`config.mk`:
```
export PLATFORM = sky130hd
export DESIGN_NAME = phase_cmd_scheduler
export DESIGN_NICKNAME = d
export VERILOG_FILES = /design/src/rtl/phase_cmd_pkg.sv /design/src/rtl/cmd_fifo.sv /design/src/rtl/phase_cmd_scheduler.sv
export SDC_FILE = /design/constraint.sdc
export NUM_CORES = 1
export LEC_CHECK = 0
export CORE_MARGIN = 5
export CORE_UTILIZATION = 55
export DETAILED_ROUTE_END_ITERATION = 10
export HOLD_SLACK_MARGIN = 0.1
export PLACE_DENSITY = 0.75
export SYNTH_ARGS = -nofsm -noshare
export SYNTH_HDL_FRONTEND = slang
export SYNTH_SLANG_ARGS = --single-unit
```
`constraint.sdc`:
```
create_clock -name i_clk -period 7.3 [get_ports i_clk]
set_input_delay 0.73 -clock i_clk [delete_from_list [all_inputs] [get_ports i_clk]]
set_output_delay 0.73 -clock i_clk [all_outputs]
set_load 0.01 [all_outputs]
```
`src/rtl/phase_cmd_pkg.sv`:
```
// rtl/phase_cmd_pkg.sv - opcode class decode, timeout tag and FSM encoding shared by the scheduler
package phase_cmd_pkg;
  // Bit positions within the 8-bit opcode field
  localparam int OP_READ_BIT = 7;
  localparam int OP_SYNC_BIT = 6;
  localparam logic [7:0] TIMEOUT_TAG = 8'hEE;

  typedef enum logic [2:0] {
    ST_IDLE       = 3'd0,
    ST_WAIT_SYNC  = 3'd1,
    ST_ISSUE      = 3'd2,
    ST_WAIT_REPLY = 3'd3,
    ST_GAP        = 3'd4
  } state_e;

  typedef enum logic [1:0] {
    CLS_IMMEDIATE = 2'd0,
    CLS_SYNCED    = 2'd1,
    CLS_READ      = 2'd2
  } cmd_class_e;

  function automatic cmd_class_e cmd_class(input logic [7:0] opcode);
    if (opcode[OP_READ_BIT]) return CLS_READ;
    if (opcode[OP_SYNC_BIT]) return CLS_SYNCED;
    return CLS_IMMEDIATE;
  endfunction
endpackage

```
`src/rtl/cmd_fifo.sv`:
```
// rtl/cmd_fifo.sv - synchronous command FIFO with full/empty/level and a synchronous clear
module cmd_fifo #(
  parameter int DEPTH = 16,
  parameter int WIDTH = 24
) (
  input  logic                     clk,
  input  logic                     rst_n,
  input  logic                     i_push,
  input  logic [WIDTH-1:0]         i_push_data,
  input  logic                     i_pop,
  input  logic                     i_clear,
  output logic [WIDTH-1:0]         o_head,
  output logic                     o_full,
  output logic                     o_empty,
  output logic [$clog2(DEPTH):0]   o_level
);
  localparam int AW = $clog2(DEPTH);
  localparam logic [AW:0] FULL_LEVEL = (AW+1)'(DEPTH);

  logic [WIDTH-1:0] mem_q [DEPTH];
  logic [AW-1:0]    wr_ptr_q, wr_ptr_d, rd_ptr_q, rd_ptr_d;
  logic [AW:0]      count_q, count_d;
  logic             do_push, do_pop;

  assign o_full  = (count_q == FULL_LEVEL);
  assign o_empty = (count_q == '0);
  assign o_level = count_q;
  assign o_head  = mem_q[rd_ptr_q];

  // A pop frees the slot this same cycle, so a push into a full FIFO still lands
  assign do_pop  = i_pop && !o_empty && !i_clear;
  assign do_push = i_push && (!o_full || do_pop) && !i_clear;

  always_comb begin
    wr_ptr_d = wr_ptr_q;
    rd_ptr_d = rd_ptr_q;
    count_d  = count_q;
    if (i_clear) begin
      wr_ptr_d = '0;
      rd_ptr_d = '0;
      count_d  = '0;
    end else begin
      if (do_push) wr_ptr_d = wr_ptr_q + 1'b1;
      if (do_pop)  rd_ptr_d = rd_ptr_q + 1'b1;
      count_d = count_q + (AW+1)'(do_push) - (AW+1)'(do_pop);
    end
  end

  always_ff @(posedge clk or negedge rst_n) begin
    if (!rst_n) begin
      wr_ptr_q <= '0;
      rd_ptr_q <= '0;
      count_q  <= '0;
    end else begin
      wr_ptr_q <= wr_ptr_d;
      rd_ptr_q <= rd_ptr_d;
      count_q  <= count_d;
    end
  end

  always_ff @(posedge clk) begin
    if (do_push) mem_q[wr_ptr_q] <= i_push_data;
  end
endmodule

```
`src/rtl/phase_cmd_scheduler.sv`:
```
// rtl/phase_cmd_scheduler.sv - queues host commands and issues them one at a time to the phase generator
module phase_cmd_scheduler
  import phase_cmd_pkg::*;
#(
  parameter int DEPTH         = 16,
  parameter int ISSUE_GAP     = 4,
  parameter int REPLY_TIMEOUT = 1024
) (
  input  logic                   i_clk,
  input  logic                   i_rst_n,
  input  logic                   i_command,
  input  logic [23:0]            i_command_data,
  input  logic                   i_flush,
  input  logic                   i_sync,
  input  logic                   i_reply,
  input  logic [23:0]            i_reply_data,
  output logic                   o_command,
  output logic [23:0]            o_command_data,
  output logic                   o_reply,
  output logic [23:0]            o_reply_data,
  output logic                   o_overflow,
  output logic [7:0]             o_drop_count,
  output logic [$clog2(DEPTH):0] o_level,
  output logic                   o_busy
);
  localparam int TW = $clog2(REPLY_TIMEOUT + 1);
  // Pulse spacing is GAP cycles + IDLE + ISSUE, so GAP covers the remainder
  localparam int GAP_CYCLES = (ISSUE_GAP > 3) ? ISSUE_GAP - 2 : 1;
  localparam int GW = $clog2(GAP_CYCLES + 1);

  state_e         state_q, state_d;
  logic [23:0]    hold_q, hold_d;
  logic [TW-1:0]  timer_q, timer_d;
  logic [GW-1:0]  gap_q, gap_d;
  logic           sync_q;
  logic           cmd_q, cmd_d, reply_q, reply_d, ovf_q, ovf_d;
  logic [23:0]    cmd_data_q, cmd_data_d, reply_data_q, reply_data_d;
  logic [7:0]     drops_q, drops_d;
  logic [23:0]    fifo_head;
  logic           fifo_full, fifo_empty, fifo_pop, push, drop;

  assign push     = i_command && !i_flush;
  assign fifo_pop = (state_q == ST_IDLE) && !fifo_empty && !i_flush;
  assign drop     = push && fifo_full && !fifo_pop;

  cmd_fifo #(.DEPTH(DEPTH), .WIDTH(24)) u_fifo (
    .clk         (i_clk),
    .rst_n       (i_rst_n),
    .i_push      (push),
    .i_push_data (i_command_data),
    .i_pop       (fifo_pop),
    .i_clear     (i_flush),
    .o_head      (fifo_head),
    .o_full      (fifo_full),
    .o_empty     (fifo_empty),
    .o_level     (o_level)
  );

  always_comb begin
    state_d      = state_q;
    hold_d       = hold_q;
    timer_d      = timer_q;
    gap_d        = gap_q;
    cmd_d        = 1'b0;
    cmd_data_d   = cmd_data_q;
    reply_d      = 1'b0;
    reply_data_d = reply_data_q;
    ovf_d        = drop;
    drops_d      = drops_q + {7'd0, drop && (drops_q != 8'hFF)};
    // Any real reply is forwarded, solicited or not, and beats a same-cycle timeout
    if (i_reply) begin
      reply_d      = 1'b1;
      reply_data_d = i_reply_data;
    end
    case (state_q)
      ST_IDLE: begin
        if (fifo_pop) begin
          hold_d  = fifo_head;
          state_d = (cmd_class(fifo_head[23:16]) == CLS_SYNCED) ? ST_WAIT_SYNC : ST_ISSUE;
        end
      end
      ST_WAIT_SYNC: begin
        if (i_flush)               state_d = ST_IDLE;
        else if (i_sync && !sync_q) state_d = ST_ISSUE;
      end
      ST_ISSUE: begin
        cmd_d      = 1'b1;
        cmd_data_d = hold_q;
        if (cmd_class(hold_q[23:16]) == CLS_READ) begin
          timer_d = '0;
          state_d = ST_WAIT_REPLY;
        end else begin
          gap_d   = GW'(GAP_CYCLES - 1);
          state_d = ST_GAP;
        end
      end
      ST_WAIT_REPLY: begin
        if (i_reply) begin
          gap_d   = GW'(GAP_CYCLES - 1);
          state_d = ST_GAP;
        end else if (timer_q == TW'(REPLY_TIMEOUT - 1)) begin
          reply_d      = 1'b1;
          reply_data_d = {TIMEOUT_TAG, hold_q[23:16], 8'h00};
          gap_d        = GW'(GAP_CYCLES - 1);
          state_d      = ST_GAP;
        end else begin
          timer_d = timer_q + 1'b1;
        end
      end
      ST_GAP: begin
        if (gap_q == '0) state_d = ST_IDLE;
        else             gap_d   = gap_q - 1'b1;
      end
      default: state_d = ST_IDLE;
    endcase
  end

  always_ff @(posedge i_clk or negedge i_rst_n) begin
    if (!i_rst_n) begin
      state_q      <= ST_IDLE;
      hold_q       <= '0;
      timer_q      <= '0;
      gap_q        <= '0;
      sync_q       <= 1'b0;
      cmd_q        <= 1'b0;
      cmd_data_q   <= '0;
      reply_q      <= 1'b0;
      reply_data_q <= '0;
      ovf_q        <= 1'b0;
      drops_q      <= '0;
    end else begin
      state_q      <= state_d;
      hold_q       <= hold_d;
      timer_q      <= timer_d;
      gap_q        <= gap_d;
      sync_q       <= i_sync;
      cmd_q        <= cmd_d;
      cmd_data_q   <= cmd_data_d;
      reply_q      <= reply_d;
      reply_data_q <= reply_data_d;
      ovf_q        <= ovf_d;
      drops_q      <= drops_d;
    end
  end

  assign o_command      = cmd_q;
  assign o_command_data = cmd_data_q;
  assign o_reply        = reply_q;
  assign o_reply_data   = reply_data_q;
  assign o_overflow     = ovf_q;
  assign o_drop_count   = drops_q;
  assign o_busy         = (state_q != ST_IDLE) || !fifo_empty;
endmodule

```
* Word-level counts from Yosys, hierarchy flattened
Memory sizes are Yosys's and may differ from the RTL's.
Index checks and enable logic that the tools add are counted.
** Word-level totals
- Output and inout port bits :: 65
- Input bits :: 54
- Memory bits (writable) :: 384
- Register bits :: 113
- Logic and storage cells :: 127
- Memories :: 1
** Operators by class
- Multiplexer cells :: 57
- Equality and inequality tests :: 18
- Reductions and logical operators :: 30
- Add/subtract/negate cells :: 7
** Memories
- u_fifo.mem_q :: words 16, width 24, read ports 1, clocked after Yosys merged registers in 0, wr ports 1, line cmd_fifo.sv:20 : logic [WIDTH-1:0] mem_q [DEPTH];
** Operators with widths (number)
- 2-to-1 mux 24 bit :: 4
- 2-to-1 mux 11 bit :: 3
- 2-to-1 mux 2 bit :: 16
- case mux 11 bit (2 select lines) :: 1
- 2-to-1 mux 3 bit :: 7
- 2-to-1 mux 1 bit :: 19
- 2-to-1 mux 4 bit :: 4
- case mux 3 bit (5 select lines) :: 1
- != test 2 bit, second input constant :: 7
- AND reduction 4 bit :: 3
- adder 11 x 1 -> 11 bit, second input constant :: 1
- == test 11 x 10 -> 1 bit, second input constant :: 1
- logical AND 1 bit :: 11
- adder 4 x 1 -> 4 bit, second input constant :: 2
- adder 8 x 1 -> 8 bit :: 1
- != test 8 bit, second input constant :: 1
- == test 3 x 2 -> 1 bit, second input constant :: 2
- != test 3 bit, second input constant :: 2
- case mux 2 bit (3 select lines) :: 1
- nonzero test 2 bit :: 3
- nonzero test 3 bit :: 2
- adder 5 x 1 -> 5 bit :: 1
- == test 5 bit, second input constant :: 1
- zero test 1 bit :: 5
- 12 further kinds :: 13

* Depth between registers and ports, before layout
Gate-level depths: netlist of the first run.
- Depth after elaboration :: 17
- Gate-level depth with buffers :: 16
- Gate-level depth less buffers :: 15

* Cells and area by module
A second synthesis of the first run with hierarchy kept.
** Unflattened totals
- Cell total of the unflattened synthesis :: 1107
- Area, all modules :: 19970.4 µm²
** Modules (own cells, without submodules)
- cmd_fifo :: sequential area each 11856.4 µm², cells an instance 799, instances 1, area an instance 15818.9 µm²
- phase_cmd_scheduler :: sequential area each 2502.4 µm², cells an instance 308, instances 1, area an instance 4151.5 µm²

* Worst setup path before layout of the first run
No wires, ideal clock.
- Path kind :: register -> register
- Start point :: register state_q[0]
- End point :: memory u_fifo.mem_q[10][0] (enable)
- Setup time :: 0.435 ns
- Period minus slack after synthesis :: 3.540 ns
- Required time :: 6.865 ns
- Cell stages (with the launch flop) :: 7
- Buffers on the path :: 2
- Path slack :: 3.760 ns
- Data arrival time :: 3.105 ns
- Path through :: dfrtp_1 buf_2 or3_1 buf_2 a31oi_2 nand2_1 nor3_1
** On the way
- Word-level cells in the longest chain between the ends :: 10
** Ends and longest elaborated chain
- from (decl) :: line phase_cmd_scheduler.sv:31 : state_e state_q, state_d;
- from (signal assigned) :: line phase_cmd_scheduler.sv:132 : state_q <= state_d;
- zero test 3 bit :: line phase_cmd_scheduler.sv:43 : assign fifo_pop = (state_q == ST_IDLE) && !fifo_empty && !i_flush;
- logical AND 1 bit (2 in a row) :: line phase_cmd_scheduler.sv:43
- logical AND 1 bit (2 in a row) :: line cmd_fifo.sv:31 : assign do_pop = i_pop && !o_empty && !i_clear;
- logical OR 1 bit :: line cmd_fifo.sv:32 : assign do_push = i_push && (!o_full || do_pop) && !i_clear;
- logical AND 1 bit (2 in a row) :: line cmd_fifo.sv:32
- 2-to-1 mux 1 bit :: line cmd_fifo.sv:62 : if (do_push) mem_q[wr_ptr_q] <= i_push_data;
- 2-to-1 mux 1 bit (not written as such) :: line cmd_fifo.sv:62
- to (decl) :: line cmd_fifo.sv:20
Every way passes these cells.

* Final worst setup path of the first run
- Start point :: register u_fifo.count_q[3] (netlist: u_fifo.o_level[3])
- End point :: register u_fifo.count_q[4] (netlist: u_fifo.o_level[4])
** On the way
- Word-level cells in the longest chain between the ends :: 12
- Elaborated cells on any way between the ends :: 14
- Those cells by class :: 2 x add/sub; 1 x eq/ne; 1 x mux; 10 x reduce/logical
** Ends and longest elaborated chain
- from (decl) :: line cmd_fifo.sv:22 : logic [AW:0] count_q, count_d;
- from (signal assigned) :: line cmd_fifo.sv:57 : count_q <= count_d;
- zero test 5 bit :: line cmd_fifo.sv:26 : assign o_empty = (count_q == '0);
- zero test 1 bit :: line cmd_fifo.sv:31, phase_cmd_scheduler.sv:43
- logical AND 1 bit (2 in a row) :: line phase_cmd_scheduler.sv:43
- logical AND 1 bit (2 in a row) :: line cmd_fifo.sv:31
- logical OR 1 bit :: line cmd_fifo.sv:32
- logical AND 1 bit (2 in a row) :: line cmd_fifo.sv:32
- adder 5 x 1 -> 5 bit :: line cmd_fifo.sv:45 : count_d = count_q + (AW+1)'(do_push) - (AW+1)'(do_pop);
- subtractor 5 x 1 -> 5 bit * :: line cmd_fifo.sv:45
- 2-to-1 mux 5 bit * :: line cmd_fifo.sv:38 : if (i_clear) begin
- net u_fifo.count_d[4] :: line cmd_fifo.sv:22
Mark *: on every way through the listed nets, which the timed path passes. The rest lies on a longest branch.
A chain may end at the register's enable or synchronous reset.

==> results of run 1 <==
## kinds of logic after synthesis
kind of cell	Yosys count	share of synthesized area [%]
multiplexers	173	16.8
adder cells (fa/ha/maj)	16	1.07
XOR/XNOR	23	1.04
AO/OA/AOI/OAI	56	1.69
AND/OR/NAND/NOR	152	3.79
buffers and inverters	66	1.55
flip-flops	497	74.0
## final timing paths
path	startpoint	to	cells after the start
setup reg to reg	u_fifo.o_level[3]	u_fifo.o_level[4]	16
hold reg to reg	gap_q[0]	gap_q[0]	1
setup / recovery	u_fifo.o_level[3]	u_fifo.o_level[4]	16
hold / removal	i_rst_n	o_drop_count[7]	1
min in group i_clk	gap_q[0]	gap_q[0]	1
max in group asynchronous	i_rst_n	o_reply_data[10]	2
## placed cells by master, fill, tap and decap left out, types with 3 or more instances in the layout
cell type / instances
edfxtp_1: 384
mux4_2: 118
clkdlybuf4s50_1: 117
dfrtp_1: 110
clkbuf_16: 49
nand2_1: 47
mux2_2: 42
nor2_1: 34
buf_4: 25
o21ai_1: 20
inv_1: 18
nand3_1: 17
xnor2_1: 16
ha_1: 15
clkbuf_1: 14
o21ai_0: 11
and2_1: 10
a21oi_1: 10
clkbuf_8: 9
mux2i_1: 8
xor2_1: 7
nor2b_1: 7
clkinv_1: 7
nand4_1: 6
clkinv_2: 6
nor3_2: 5
mux2_1: 5
or3_1: 4
nand2b_1: 4
nor2_2: 4
a211oi_1: 4
and3_1: 3
## power by group through the flow
stage	combinational (mW)	clock, mW	sequential (mW)
6_report	1.51	2.40	3.56
5_1_grt	1.65	2.57	3.60
4_1_cts	1.54	2.45	3.56
3_5_place_dp	1.52	0	3.62
3_3_place_gp	1.49	0	3.61
2_1_floorplan	1.06	0	3.50
## registers in the layout, indices dropped and copies added, names as in the netlist
register and cells:
o_command_data 24, o_drop_count 8, state_q 3, o_reply_data 24, sync_q 1, u_fifo.rd_ptr_q 4, o_overflow 1, u_fifo.mem_q 384
o_reply 1, u_fifo.wr_ptr_q 4, o_command 1, gap_q 2, hold_q 24, u_fifo.o_level 5, timer_q 11
## through the flow
step	setup slack (ns)	utilization (%)	hold slack [ns]	instance area [um2]	power, mW
after floorplan	3.76	-	0.434	19400	4.57
after global placement	3.44	60.9	0.455	21100	5.09
after detailed placement	3.40	60.9	0.467	21100	5.13
after CTS	3.67	65.4	0.173	22700	7.55
after global routing	3.41	65.4	0.202	22700	7.81
final	3.74	65.4	0.172	22700	7.47
## worst max-delay path: cells and delay by family (launching register included)
| kind | cells | cell delay [ns] |
|---|---|---|
| AO/OA/AOI/OAI | 2 | 0.29 |
| adder cells (fa/ha/maj) | 4 | 0.85 |
| buffers and inverters | 6 | 0.76 |
| flip-flops | 1 | 0.40 |
| AND/OR/NAND/NOR | 4 | 1.16 |
## layout make-up
cell class,count,share of cell area [%]
diodes,1,0.0110
clock buffers,72,6.18
clock inverters,18,0.623
inverters,19,0.314
multi-input cells,420,21.0
flip-flops and latches,497,63.3
well taps,455,2.51
repair buffers,143,6.01
## layer usage
metal  global-route usage [%]  wire length, um  up-vias
li1                         -                -     4193
met1                     29.4            16500     5055
met2                     35.7            20500      369
met3                     3.78             2810       60
met4                     4.64              690        2
met5                        0               18        -
==> results by group, run 1 <==
Yosys
  – Synthesis-stage register bit count: 497
  – Syn Nets: 1,053
  – Synth Cell Area: 0.0194 mm2
  – Post-synth ARST share: 22.7%
  – Sequential area share after synthesis: 74.0%
  – Post-synth top cells: edfxtp_1 (384), mux4_2 (118), dfrtp_1 (113)
  – Yosys synthesis warning count: 0
  – Synth area leader: edfxtp_1
  – Synth Area per Inst: 19.7 um2
  – Number of flops mapped to enable cells by yosys: 384
  – Post-synth top area share: 59.4%
  – Synth cell types: 48
  – Ranking of synthesized cells by area: edfxtp_1 (59%), dfrtp_1 (15%), mux4_2 (14%), mux2_2 (2.4%), ha_1 (0.97%)
  – Top_reg_cell synth: edfxtp_1
  – Post-Syn Instances: 983
  – Top-count cell post-synth: edfxtp_1

Routing
  – Total iterations of the first detailed-routing run: 5
  – Remaining routing DRC violations: 0
  – DRT Wirelength: 40,600 um
  – WL/cell: 25.0 um
  – Iteration-0 DRC Markers: 812
  – Via count: 9,679
  – Final antenna-violating net count: 0
  – Vias per std cell: 5.96

STA
  – Max Slew Vio Count: 0
  – Min cycle time layout: 3.56 ns
  – Sum Neg Setup Slack: 0 ns
  – Max_slew headroom: 21.6%
  – Clock Skew: 0.00928 ns
  – Final Hold Fails: 0
  – RSZ-0062 raised after global routing: no
  – Setup Viol. Count Final: 0
  – Final worst-path cycle share: 48.7%
  – Fmax: 281 MHz
  – Worst Max-Slew Pin Slew: 1.17 ns

Clocking
  – Post-CTS Setup Inserts: 0
  – Root buffer cell: clkbuf_16
  – Resized Gates After CTS: 0
  – CTS buffer count: 49
  – H-tree levels: 2
  – Post-CTS Hold Buffers: 0
  – Clock Pin Slew Worst Setup and Hold Paths: 0.06 ns
  – Clock sinks: 497
  – Clock Tree Buf Depth: 3
  – Worst-skew pair later-pin latency: 0.55 ns
  – CTS tree: yes

Power
  – Seq pwr share: 47.6%
  – Comb power frac: 20.2%
  – Max VDD drop: 0.211 mV
  – Pleak: 7.67 nW
  – Sw Ratio: 25.5%
  – PD cells: 329 mW/mm2
  – Int Pwr: 5.56 mW
  – Switching pwr: 1.90 mW
  – Clock power frac: 32.1%

Cells and area
  – Seq. cell area: 0.0144 mm2
  – Area of the multi-input gates: 0.00478 mm2
  – Layout cell share with drive strength beyond 1: 23.4%
  – Fill cells: 2,326
  – Finished Layout Cells: 1,625
  – Fin nets: 1,200
  – Area Growth Syn to Fin: 17.0%

Die
  – Initial Util: 55.9%
  – Boundary Pins: 119
  – Die ar.: 0.0391 mm2
  – Die Width: 198 um
  – Placement Rows: 68
  – Die height: 198 um
  – Core area: 0.0347 mm2

Critical path
  – CP max stage cell: nor4b_1
  – Worst endpoint required time: 7.76 ns
  – CP Cell Sequence: inv_1 -> ha_1 -> nor4b_1 -> or3_1 -> buf_4 -> inv_2 -> ha_1 -> inv_1 -> ha_1 -> inv_1 -> fa_1 -> inv_1 -> a21oi_1 -> nor2_1 -> or3_1 -> a21oi_1
  – Critical path class: flip-flop to flip-flop
  – CP Capture Type: flip-flop
  – Critical Path Start Type: flip-flop
  – Max FO, Critical Path: 24
  – Crit path top cell by count: inv_1
  – Worst EP arrival: 4.01 ns
  – Reg2reg setup slack: 3.74 ns
  – CP peak stage delay: 0.58 ns

Global route
  – Total GRT Usage: 21.1%
  – Initial antenna violation count: 2
  – First-pass GRT wire length: 62,300 um
  – Number of global-route vias before repair: 10,110
  – Total gr overflow: 0
  – Largest net degree at the start of global routing: 78

Min path
  – Worst hold path type: input pin to asynchronous set/reset pin

Outcome
  – Status: complete, no violations

Place
  – Routability cong.: 0.800
  – Post-DP HPWL: 22,100 um
  – Post-placement cell count: 1,533
  – I/O Buffers: 118

Flow run
  – Number of max-cap violations: 0
Note: power is estimated with default switching activity, not from simulation.
==> run 2, diff against run 1 <==
--- a/config.mk
+++ b/config.mk
@@ -6,7 +6,7 @@
 export NUM_CORES = 1
 export LEC_CHECK = 0
 export CORE_MARGIN = 5
-export CORE_UTILIZATION = 55
+export CORE_UTILIZATION = 53
 export DETAILED_ROUTE_END_ITERATION = 10
 export HOLD_SLACK_MARGIN = 0.1
 export PLACE_DENSITY = 0.75
==> constraint.sdc (replaced) <==
create_clock -name i_clk -period 3.2 [get_ports i_clk]
set_input_delay 0.32 -clock i_clk [delete_from_list [all_inputs] [get_ports i_clk]]
set_output_delay 0.32 -clock i_clk [all_outputs]
set_load 0.01 [all_outputs]
==> run 2 against run 1 <==
Against the previous run: combinational power increased to 2.5 times the previous value; final area increased by 1.7%; hold slack improved by 0.056 ns; count of clock-buffer cells in the layout decreased by 18; die area increased by 3.6%; clock power increased by 140%; core utilization decreased by 1.9 points.
==> results by group, run 2 (same netlist as run 1, synthesis figures left out) <==
Critical path
  – CP Capture Type: flip-flop
  – Worst EP arrival: 3.35 ns (-0.66 ns)
  – Worst endpoint required time: 3.64 ns (-4.12 ns)
  – Critical path class: flip-flop to flip-flop
  – Worst-case reg-to-reg path depth: 13 (-3)
  – Critical Path Start Type: flip-flop
  – Reg2reg setup slack: 0.29 ns (-3.45 ns)
  – Max FO, Critical Path: 8 (-67%)

Outcome
  – Status: complete, no violations

Cells and area
  – Final Util: 63.5% (-1.9 points)
  – Area of the multi-input gates: 0.00478 mm2 (unchanged)
  – Layout cell share with drive strength beyond 1: 25.5% (+2.2 points)
  – Commonest non-fill, non-tap cell in the layout: edfxtp_1
  – Max reg flops: 384 (unchanged)
  – Seq. cell area: 0.0144 mm2 (unchanged)
  – Fill cells: 2,465 (+6.0%)
  – Fin nets: 1,229 (+2.4%)
  – Design area: 0.0231 mm2 (+1.7%)
  – ANT cells: 0 (-1)
  – Most frequent cells in the layout: edfxtp_1 (384), mux4_2 (118), clkdlybuf4s50_1 (117), dfrtp_1 (110), clkbuf_16 (49)
  – Biggest register: u_fifo.mem_q
  – Area Growth Syn to Fin: 18.9%

Die
  – Placement Rows: 70 (+2.9%)
  – Die ar.: 0.0405 mm2 (+3.6%)
  – Die height: 201 um (+1.8%)
  – Initial Util: 53.4% (-2.5 points)
  – Die Width: 201 um (+1.8%)
  – Boundary Pins: 119 (unchanged)
  – Core area: 0.0363 mm2 (+4.7%)

Place
  – I/O Buffers: 118 (unchanged)
  – Routability cong.: 0.753 (-5.9%)
  – Post-DP HPWL: 25,300 um (+15%)
  – Placement Cell Area: 0.0215 mm2 (+1.5%)

Power
  – Max VDD drop: 0.619 mV (+190%)
  – PD cells: 755 mW/mm2 (+130%)
  – Pleak: 7.87 nW (+2.6%)

Routing
  – Remaining routing DRC violations: 0 (unchanged)
  – Final antenna-violating net count: 0 (unchanged)
  – Vias per std cell: 5.91 (-0.80%)
  – Iteration-0 DRC Markers: 778 (-4.2%)
  – DRT Wirelength: 40,900 um (+0.94%)
  – Via count: 9,850 (+1.8%)
  – Total iterations of the first detailed-routing run: 5 (unchanged)
  – WL/cell: 24.6 um (-1.6%)

Flow run
  – Number of max-cap violations: 0 (unchanged)

Clocking
  – CTS tree: yes
  – Clock Tree Buf Depth: 3 (unchanged)
  – CTS buffer count: 49 (unchanged)
  – Worst-skew pair later-pin latency: 0.56 ns (about the same)
  – Clock sinks: 497 (unchanged)
  – H-tree levels: 2 (unchanged)
  – Clock Pin Slew Worst Setup and Hold Paths: 0.06 ns (about the same)
  – Root buffer cell: clkbuf_16
  – Post-CTS Setup Inserts: 0 (unchanged)

STA
  – Fmax: 344 MHz (+22%)
  – RSZ-0062 raised after global routing: no
  – Worst Max-Slew Pin Slew: 0.934 ns (-0.236 ns)
  – Max Slew Vio Count: 0 (unchanged)
  – Min cycle time layout: 2.91 ns (-0.652 ns)
  – Final worst-path cycle share: 90.8% (+42 points)
  – Final Hold Fails: 0 (unchanged)
  – Max_slew headroom: 37.8% (+16 points)
  – Clock Skew: 0.0103 ns (+0.00103 ns)
  – Setup Viol. Count Final: 0 (unchanged)

Global route
  – Largest net degree at the start of global routing: 71 (-9.0%)
  – First-pass GRT wire length: 63,000 um (+1.1%)
  – Number of global-route vias before repair: 10,128 (+0.18%)
  – Total gr overflow: 0 (unchanged)
  – Total GRT Usage: 20.2% (-0.87 points)
  – Initial antenna violation count: 1 (-1)

Min path
  – Hold Path Depth: 1
  – Worst hold path type: input pin to flip-flop
==> run 2: cell count changes in the layout (fill, tap and decap cells not counted), moves of 2 or more <==
cell        previous run  this run
clkbuf_8               9         0
clkinv_2               6        11
clkinv_1               7        12
clkbuf_1              14         5
bufinv_16              2         6
clkinvlp_4             1         3
buf_4                 25        47
buf_12                 0         7
==> run 2: path summary, 6_finish.rpt <==
kind / startpoint / end
worst max-delay path: state_q[1] / u_fifo.o_level[4]
worst min-delay path: i_sync / sync_q
worst max register to register: state_q[1] / u_fifo.o_level[4]
worst min register to register: hold_q[15] / hold_q[15]
max in group asynchronous: i_rst_n / o_reply_data[6]
min in group asynchronous: i_rst_n / o_drop_count[4]
==> run 2: timing repair <==
action / 4_1_cts / 5_1_grt
setup endpoints to repair: 0 / 0
hold buffers: 1 / 0
hold endpoints to repair: 65 / 0
resized for setup: 0 / 0
==> run 2: stage by stage <==
step                std cells  setup WS, ns  setup TNS, ns  power, mW  hold slack [ns]
floorplan                 983        -0.340         -32.68       10.4           0.0244
global placement         1575         0.292              0       11.8            0.452
detailed placement       1575         0.294              0       11.9            0.475
CTS                      1667         0.295              0       17.6            0.210
global route             1667         0.112              0       18.2            0.215
finish                   1667         0.294              0       17.4            0.229
==> run 2: report_power, final <==
group          total (mW)  internal, mW  leakage, nW  switching [mW]
clock network        5.68          3.30        0.780            2.38
registers            7.92          7.52         4.86           0.399
logic                3.82          2.10         2.23            1.72
total                17.4          12.9         7.87            4.49
==> run 2: area by class of cell <==
type / count / area share [%]
Clock inverter: 37 / 1.53
Sequential cell: 497 / 62.3
Tap cell: 468 / 2.54
Inverter: 19 / 0.309
Clock buffer: 54 / 5.40
Multi-Input combinational cell: 420 / 20.7
Timing Repair Buffer: 172 / 7.26
==> run 2: worst max-delay path, cell delays in order, from the launching register on <==
cell,delay (ns)
dfrtp_1,0.44
or3_1,0.50
or3_1,0.42
inv_2,0.11
ha_1,0.23
inv_1,0.05
ha_1,0.15
inv_1,0.06
fa_1,0.43
inv_1,0.07
a21oi_1,0.06
nor2_1,0.10
or3_1,0.12
a21oi_1,0.06
==> run 2: per-layer routing <==
layer / up-vias / global-route usage [%] / wire length (um)
met2: 404 / 32.6 / 20100
li1: 4245 / - / -
met1: 5146 / 29.3 / 17100
met3: 53 / 4.30 / 3050
met5: - / 0 / 8
met4: 2 / 4.17 / 654
==> run 3, diff against run 2 <==
--- a/config.mk
+++ b/config.mk
@@ -6,10 +6,9 @@
 export NUM_CORES = 1
 export LEC_CHECK = 0
 export CORE_MARGIN = 5
-export CORE_UTILIZATION = 53
+export CORE_UTILIZATION = 45
 export DETAILED_ROUTE_END_ITERATION = 10
-export HOLD_SLACK_MARGIN = 0.1
-export PLACE_DENSITY = 0.75
+export PLACE_DENSITY = 0.66
 export SYNTH_ARGS = -nofsm -noshare
 export SYNTH_HDL_FRONTEND = slang
 export SYNTH_SLANG_ARGS = --single-unit
==> run 3 against run 2 <==
Against the previous run: first-iteration DRC count is 5.1% higher; highest routed layer is now met4; clock power rose by 4.6%; flip-flop and latch count did not move; hold slack worse by 0.014 ns; via count fell by 3.0%; clock skew rose by 0.0046 ns; routed wire length shrank 0.96%; register-to-register slack gained 0.02 ns; critical path type unchanged; sequential power up 0.8%; worst setup slack better by 0.019 ns.
==> results by group, run 3 (same netlist as run 1, synthesis figures left out) <==
Power
  – Seq pwr share: 45.3% (about the same)
  – Tot Pwr: 17.6 mW (+1.3%)
  – PD cells: 757 mW/mm2 (+0.25%)
  – Pleak: 7.89 nW (+0.18%)
  – Max VDD drop: 0.508 mV (-18%)
  – Int Pwr: 13.1 mW (+1.6%)
  – Clock power frac: 33.7% (+1.1 points)
  – Sw Ratio: 25.6% (-0.22 points)
  – Comb power frac: 21.1% (-0.8 points)
  – Switching pwr: 4.51 mW (+0.41%)

Routing
  – Via count: 9,559 (-3.0%)
  – Routed length on met2: 19,500 um (-3.0%)
  – Iteration-0 DRC Markers: 818 (+5.1%)
  – DRT Wirelength: 40,500 um (-0.96%)
  – Metal3 WL: 2280 um (-25%)
  – WL/cell: 22.7 um (-7.5%)
  – Total iterations of the first detailed-routing run: 5 (unchanged)
  – Remaining routing DRC violations: 0 (unchanged)
  – M1 wire length: 18,000 um (+5.3%)
  – Top Metal Used: met4
  – Final antenna-violating net count: 0 (unchanged)
  – Vias per std cell: 5.36 (-9.3%)

STA
  – Min cycle time layout: 2.89 ns (-0.0193 ns)
  – RSZ-0062 raised after global routing: no
  – Fmax: 346 MHz (+0.67%)
  – Max Slew Vio Count: 0 (unchanged)
  – Worst Max-Slew Pin Slew: 0.786 ns (-0.148 ns)
  – Setup Viol. Count Final: 0 (unchanged)
  – Final worst-path cycle share: 90.2% (-0.60 points)
  – Final Hold Fails: 0 (unchanged)
  – Clock Skew: 0.0150 ns (+0.00465 ns)
  – Max_slew headroom: 47.6% (+9.8 points)

Cells and area
  – Final Util: 54.4% (-9.1 points)
  – Most frequent cells in the layout: edfxtp_1 (384), mux4_2 (118), clkdlybuf4s50_1 (116), dfrtp_1 (110), clkbuf_16 (50)
  – Commonest non-fill, non-tap cell in the layout: edfxtp_1
  – Fin nets: 1,227 (-0.16%)
  – ANT cells: 0 (unchanged)
  – Max reg flops: 384 (unchanged)
  – Biggest register: u_fifo.mem_q
  – Layout cell share with drive strength beyond 1: 25.6% (+0.083 points)
  – Area Growth Syn to Fin: 20.2%

Die
  – Die height: 218 um (+8.1%)
  – Die Width: 218 um (+8.1%)
  – Boundary Pins: 119 (unchanged)
  – Placement Rows: 76 (+8.6%)
  – Core area: 0.0429 mm2 (+18%)
  – Die ar.: 0.0474 mm2 (+17%)
  – Initial Util: 45.2% (-8.1 points)

Global route
  – First-pass GRT wire length: 62,200 um (-1.3%)
  – Total gr overflow: 0 (unchanged)
  – Largest net degree at the start of global routing: 84 (+18%)
  – Total GRT Usage: 17.3% (-3.0 points)
  – Initial antenna violation count: 0 (-1)
  – Number of global-route vias before repair: 9,951 (-1.7%)

Place
  – Post-DP HPWL: 25,300 um (about the same)
  – I/O Buffers: 118 (unchanged)
  – Routability cong.: 0.730 (-3.0%)

Clocking
  – Clock Tree Buf Depth: 3 (unchanged)
  – CTS buffer count: 50 (+2.0%)
  – Clock Pin Slew Worst Setup and Hold Paths: 0.06 ns (about the same)
  – Post-CTS Hold Buffers: 1 (unchanged)
  – Root buffer cell: clkbuf_16
  – CTS tree: yes
  – H-tree levels: 2 (unchanged)
  – Worst-skew pair later-pin latency: 0.58 ns (+0.02 ns)
  – Resized Gates After CTS: 0 (unchanged)
  – Clock sinks: 497 (unchanged)
  – Post-CTS Setup Inserts: 0 (unchanged)

Outcome
  – Status: complete, no violations

Critical path
  – CP Capture Type: flip-flop
  – Worst EP arrival: 3.35 ns (about the same)
  – Worst endpoint required time: 3.66 ns (+0.02 ns)
  – Critical Path Start Type: flip-flop
  – Critical path class: flip-flop to flip-flop
  – Max FO, Critical Path: 8 (unchanged)

Min path
  – Worst hold path type: input pin to flip-flop

Flow run
  – Number of max-cap violations: 0 (unchanged)
[run 3: final timing paths]
check | slack, ns | from | to | depth (start not counted)
max | 0.31 | state_q[1] | u_fifo.o_level[4] | 13
min | 0.21 | i_sync | sync_q | 1
max reg2reg | 0.31 | state_q[1] | u_fifo.o_level[4] | 13
min reg2reg | 0.48 | gap_q[0] | gap_q[0] | 1
max in group asynchronous | 2.03 | i_rst_n | o_reply_data[18] | 3
min in group asynchronous | 0.37 | i_rst_n | o_drop_count[6] | 2
[run 3: worst max-delay path, cell delays in order, from the launching register on]
cell     delay (ns)
dfrtp_1        0.44
or3_1          0.49
or3_1          0.41
inv_2          0.10
ha_1           0.23
inv_1          0.05
ha_1           0.15
inv_1          0.06
fa_1           0.42
inv_1          0.07
a21oi_1        0.05
nor2_1         0.10
or3_1          0.12
a21oi_1        0.06
[run 3: power by group through the flow]
stage / registers (mW) / clock network [mW] / logic, mW
2_1_floorplan: 7.99 / 0 / 2.43
3_3_place_gp: 8.10 / 0 / 3.73
3_5_place_dp: 8.12 / 0 / 3.78
4_1_cts: 8.00 / 6.09 / 3.80
5_1_grt: 8.06 / 6.35 / 4.02
6_report: 7.98 / 5.94 / 3.72
[run 3: layer usage]
metal / track usage, % / vias to the layer above
met2: 28.0 / 270
met5: 0 / -
li1: - / 4235
met4: 4.40 / 0
met3: 3.07 / 51
met1: 24.6 / 5003
[run 3: metrics by stage]
stage	std cells	hold slack, ns	setup TNS (ns)	area (um2)	worst slack, ns
floorplan	983	0.0244	-32.68	19400	-0.340
global placement	1689	0.432	0	21600	0.386
detailed placement	1689	0.441	0	21600	0.334
CTS	1784	0.179	0	23300	0.307
global route	1784	0.208	0	23300	0.132
finish	1784	0.215	0	23300	0.313
[run 3: final cells by class]
class,count,area [um2]
multi-input combinational,420,4780
tap,585,732
timing repair buffer,169,1680
inverter,19,71.3
clock buffer,55,1270
fill,3298,19600
sequential,497,14400
clock inverter,39,417
